### config.mk
export PLATFORM = sky130hd
export DESIGN_NAME = pipelined_control_unit
export DESIGN_NICKNAME = d
export VERILOG_FILES = /design/src/rtl/pipelined_control_unit.sv
export SDC_FILE = /design/constraint.sdc
export NUM_CORES = 1
export LEC_CHECK = 0
export BUFFER_PORTS_ARGS = -buffer_cell sky130_fd_sc_hd__buf_2
export CORE_AREA = 2 2 39 41
export CTS_BUF_LIST = sky130_fd_sc_hd__clkbuf_4
export DETAILED_ROUTE_END_ITERATION = 10
export DIE_AREA = 0 0 41 43
export PLACE_DENSITY = 0.88
export SLEW_MARGIN = 20
export SYNTH_ARGS = -nofsm -noshare
export SYNTH_HDL_FRONTEND = slang
export SYNTH_SLANG_ARGS = --single-unit
### constraint.sdc
create_clock -name clk -period 3.3 [get_ports clk]
set_input_delay 0.33 -clock clk [delete_from_list [all_inputs] [get_ports clk]]
set_output_delay 0.33 -clock clk [all_outputs]
set_load 0.05 [all_outputs]
### src/rtl/pipelined_control_unit.sv
// Registered RV32 main decoder with valid/ready on both sides, flush and illegal flagging.
// Optional multi-cycle M-extension sequencing is built when CTL_MULDIV_EN is defined.
module pipelined_control_unit #(
    parameter int CTL_W         = 8,
    parameter int MULDIV_CYCLES = 4
) (
    input  logic             clk,
    input  logic             reset,
    input  logic             in_valid,
    output logic             in_ready,
    input  logic [6:0]       opcode,
    input  logic [6:0]       funct7,
    input  logic             flush,
    output logic             out_valid,
    input  logic             out_ready,
    output logic [CTL_W-1:0] ctl_out,
    output logic             illegal,
    output logic             muldiv,
    output logic             busy
);

    localparam logic [6:0] OP_R      = 7'b0110011;
    localparam logic [6:0] OP_IMM    = 7'b0010011;
    localparam logic [6:0] OP_LOAD   = 7'b0000011;
    localparam logic [6:0] OP_STORE  = 7'b0100011;
    localparam logic [6:0] OP_BRANCH = 7'b1100011;
    localparam logic [6:0] OP_JAL    = 7'b1101111;
    localparam logic [6:0] OP_JALR   = 7'b1100111;

    generate
        if (CTL_W < 8 || MULDIV_CYCLES < 1) begin : g_bad_params
            $error("pipelined_control_unit: CTL_W must be >= 8 and MULDIV_CYCLES >= 1");
        end
    endgenerate

    logic [7:0] dec_ctl;
    logic       dec_ill;
    logic       dec_m;

    always_comb begin
        dec_ctl = 8'h00;
        dec_ill = 1'b0;
        dec_m   = 1'b0;
        case (opcode)
            OP_R: begin
                case (funct7)
                    7'b0000000, 7'b0100000: dec_ctl = 8'h22;
`ifdef CTL_MULDIV_EN
                    7'b0000001: begin
                        dec_ctl = 8'h22;
                        dec_m   = 1'b1;
                    end
`endif
                    default: dec_ill = 1'b1;
                endcase
            end
            OP_IMM:    dec_ctl = 8'hA3;
            OP_LOAD:   dec_ctl = 8'hF0;
            OP_STORE:  dec_ctl = 8'h88;
            OP_BRANCH: dec_ctl = 8'h04;
            OP_JAL:    dec_ctl = 8'h24;
            OP_JALR:   dec_ctl = 8'hA7;
            default:   dec_ill = 1'b1;
        endcase
    end

    logic             out_valid_q, out_valid_d;
    logic [CTL_W-1:0] ctl_q, ctl_d;
    logic             illegal_q, illegal_d;
    logic             idle;
    logic             slot_free;
    logic             accept;

    assign slot_free = !out_valid_q || out_ready;
    assign in_ready  = idle && slot_free && !flush;
    assign accept    = in_valid && in_ready;

`ifdef CTL_MULDIV_EN
    typedef enum logic {S_IDLE, S_MULDIV} state_t;

    localparam int              CNT_W    = (MULDIV_CYCLES > 1) ? $clog2(MULDIV_CYCLES) : 1;
    localparam logic [CNT_W-1:0] CNT_LOAD = CNT_W'(MULDIV_CYCLES - 1);

    state_t           state_q, state_d;
    logic [CNT_W-1:0] cnt_q, cnt_d;
    logic [7:0]       cap_q, cap_d;
    logic             muldiv_q, muldiv_d;

    assign idle   = (state_q == S_IDLE);
    assign busy   = (state_q == S_MULDIV);
    assign muldiv = muldiv_q;
`else
    assign idle   = 1'b1;
    assign busy   = 1'b0;
    assign muldiv = 1'b0;
`endif

    always_comb begin
        out_valid_d = out_valid_q;
        ctl_d       = ctl_q;
        illegal_d   = illegal_q;
`ifdef CTL_MULDIV_EN
        state_d     = state_q;
        cnt_d       = cnt_q;
        cap_d       = cap_q;
        muldiv_d    = muldiv_q;
`endif
        if (out_valid_q && out_ready)
            out_valid_d = 1'b0;

        if (flush) begin
            out_valid_d = 1'b0;
`ifdef CTL_MULDIV_EN
            state_d = S_IDLE;
            cnt_d   = '0;
            cap_d   = 8'h00;
`endif
        end else begin
            // A new load replaces a draining entry in the same cycle: no bubble.
            if (accept && !dec_m) begin
                out_valid_d = 1'b1;
                ctl_d       = CTL_W'(dec_ctl);
                illegal_d   = dec_ill;
`ifdef CTL_MULDIV_EN
                muldiv_d    = 1'b0;
`endif
            end
`ifdef CTL_MULDIV_EN
            if (accept && dec_m) begin
                state_d = S_MULDIV;
                cnt_d   = CNT_LOAD;
                cap_d   = dec_ctl;
            end
            // Counter parks at zero until the output slot frees up.
            if (state_q == S_MULDIV) begin
                if (cnt_q != '0) begin
                    cnt_d = cnt_q - CNT_W'(1);
                end else if (slot_free) begin
                    out_valid_d = 1'b1;
                    ctl_d       = CTL_W'(cap_q);
                    illegal_d   = 1'b0;
                    muldiv_d    = 1'b1;
                    state_d     = S_IDLE;
                end
            end
`endif
        end
    end

    always_ff @(posedge clk or negedge reset) begin
        if (!reset) begin
            out_valid_q <= 1'b0;
            ctl_q       <= '0;
            illegal_q   <= 1'b0;
`ifdef CTL_MULDIV_EN
            state_q     <= S_IDLE;
            cnt_q       <= '0;
            cap_q       <= 8'h00;
            muldiv_q    <= 1'b0;
`endif
        end else begin
            out_valid_q <= out_valid_d;
            ctl_q       <= ctl_d;
            illegal_q   <= illegal_d;
`ifdef CTL_MULDIV_EN
            state_q     <= state_d;
            cnt_q       <= cnt_d;
            cap_q       <= cap_d;
            muldiv_q    <= muldiv_d;
`endif
        end
    end

    assign out_valid = out_valid_q;
    assign ctl_out   = ctl_q;
    assign illegal   = illegal_q;

endmodule
==> flow_summary_export.csv <==
group,metric,value,unit
global_route,grt_pass1_vias,503,
power,p_comb_frac,0.216,
floorplan,die_w,41,µm
placed_design,gp_congestion,0.741,
drt,viasPerCell,5.15,
timing,finalSetupViolCount,0,
synthesis,synth_edf_count,0,
power,p_clk_frac,0.353,
clocking,clock-sinks,9,
global_route,antenna_found_initial,0,
drt,drcViolationCount,0,
setup_path,crit_type,"reg -> out",
cells_and_area,syn_to_final_growth,30.4,%
placed_design,pre_cts_slack,1940,ps
drt,drtIter0Drc,2,
power,leakage,0.382,nW
power,p_int,0.186,mW
clocking,clock_latency,250,ps
timing,drv_slew,0,
timing,rsz0062_at_grt,"false",
flow_run,maxCapViolations,0,
power,vdd_drop_max,224,µV
clocking,root_buffer,"clkbuf_4",
placed_design,port_buffers,28,
setup_path,crit_chain,"nor2b_1, nor2_1, buf_2",
setup_path,start_kind,"flip-flop",
cells_and_area,layout-drive-gt1-share,0.471,
cells_and_area,nNetsFinal,107,
floorplan,die-area,1760,µm²
placed_design,dp_hpwl,1060,µm
global_route,grt_usage,0.170,
drt,routed_wl,1280,µm
setup_path,crit_path_end_kind,"output pin",
setup_path,cp_max_fo,3,
clocking,path_clk_slew,60,ps
clocking,cts_tree,"yes",
run_status,outcome,"finished clean",
power,swShare,0.296,
cells_and_area,final_common_cell,"buf_2",
setup_path,crit_path_max_incr_delay,400,ps
floorplan,ios,32,
cells_and_area,antenna_cells,0,
synthesis,ys_warn_count,0,
global_route,grt-ovfl-total,0,
clocking,cts_max_path_buffers,2,
power,p_per_area,362,nW/µm²
global_route,grt_pass1_wl,2030,µm
cells_and_area,regArea,225,µm²
synthesis,ys_ff_latch,9,
synthesis,synth_area_per_cell,9.83,µm²
synthesis,yosysUniqueCellTypes,34,
synthesis,synth_area,561,µm²
setup_path,critPathBufInv,1,
power,p_seq_frac,0.432,
floorplan,fp.coreArea,1380,µm²
timing,fin_crit,1460,ps
clocking,numCtsBuffers,3,
clocking,htree_levels,1,
setup_path,slowest_stage,"dfrtp_1",
drt,postRouteAntennaNets,0,
global_route,grt_start_max_net_pins,12,
timing,hold_violations,0,
drt,num_vias,530,
synthesis,async_flop_share,1.00,
cells_and_area,n_fill_cell,137,
setup_path,cp_top_family,"flip-flops",
synthesis,ys.flop_type,"dfrtp_1",
floorplan,std_cell_rows,14,
floorplan,die_h,43,µm
drt,routedWlPerCell,12.5,µm
timing,post-route-period-util,0.442,
timing,max_freq,685,MHz
hold_path,worstHoldPathType,"in -> reg",
synthesis,synth_cells,57,
drt,first_pass_iters,3,
timing,worst_slack,1840,ps
timing,fin_skew,2.13,ps
power,p_sw,0.0781,mW
cells_and_area,multi_input_area,302,µm²
floorplan,start_util,0.405,
cells_and_area,most-common-layout-cells,"buf_2 (28), dfrtp_1 (9), nor2_1 (5), nand2_1 (5), clkbuf_4 (4)",
synthesis,yosysSeqAreaShare,0.402,
setup_path,required,2970,ps
clocking,cts.repair.resized,0,
setup_path,crit_arrival,1130,ps
timing,tns,0,ps
-- path summary, 6_finish.rpt --
check                                start          to  slack, ps  depth (start not counted)
worst max-delay path             out_valid    in_ready       1840                          3
worst min-delay path                 flush   out_valid        290                          2
worst max register to register   out_valid  ctl_out[7]       2050                          4
worst min register to register  ctl_out[0]  ctl_out[0]        490                          2
max in group asynchronous            reset  ctl_out[1]       2670                          2
min in group asynchronous            reset  ctl_out[3]        450                          2
-- cell families after synthesis --
family,count (synthesis),synth area share
AOI/OAI and AO/OA,14,0.181
buffers and inverters,5,0.0670
DFF,9,0.402
other,1,0.00669
and+or+nand+nor,28,0.344
-- what timing repair did --
item / CTS / global route
setup endpoints to repair: 0 / 0
setup buffers: 0 / 0
hold buffers: 1 / 0
endpoints found under the hold margin: 9 / 0
-- synthesized netlist by cell type (all sizes together) (2+ instances only) --
| cell | number | area, µm² |
|---|---|---|
| and4b | 2 | 21.3 |
| a22o | 2 | 18.8 |
| nand4 | 2 | 12.5 |
| nor2 | 7 | 36.3 |
| nand2b | 2 | 12.5 |
| o21ai | 3 | 15.0 |
| a21oi | 3 | 15.0 |
| nor2b | 2 | 20.0 |
| nand2 | 6 | 25.0 |
| dfrtp | 9 | 225 |
| and3b | 2 | 21.3 |
| buf | 4 | 33.8 |
-- through the flow --
step           area [µm²]  std cells  hold WS (ps)  utilization  power (mW)
2_1_floorplan         564         58          34.4            -       0.153
3_3_place_gp          691         98           186        0.499       0.171
3_5_place_dp          691         98           194        0.499       0.172
4_1_cts               731        103           286        0.528       0.267
5_1_grt               731        103           291        0.528       0.278
6_report              731        103           294        0.528       0.264
-- power groups by stage --
stage / Sequential (mW) / Clock (mW) / Combinational [mW]
floorplan: 0.125 / 0 / 0.0288
global placement: 0.116 / 0 / 0.0547
detailed placement: 0.116 / 0 / 0.0564
CTS: 0.114 / 0.0962 / 0.0573
global route: 0.114 / 0.102 / 0.0617
finish: 0.114 / 0.0931 / 0.0570
-- cell type report --
type                            count  area share
Sequential cell                     9       0.308
Timing Repair Buffer               29       0.205
Clock buffer                        4      0.0411
Tap cell                           16      0.0274
Inverter                            1     0.00514
Multi-Input combinational cell     44       0.413
-- per-layer routing --
| metal | track usage | share of wire |
|---|---|---|
| met1 | 0.195 | 0.42 |
| met5 | 0 | 0 |
| met2 | 0.275 | 0.50 |
| met3 | 0.0314 | 0.074 |
| met4 | 0.100 | 0.011 |
-- sequential cells by signal, summed over array words and instances (netlist names) --
name and cells:
ctl_out 7, out_valid 1, illegal 1
Power figures use the tool's default switching activity.
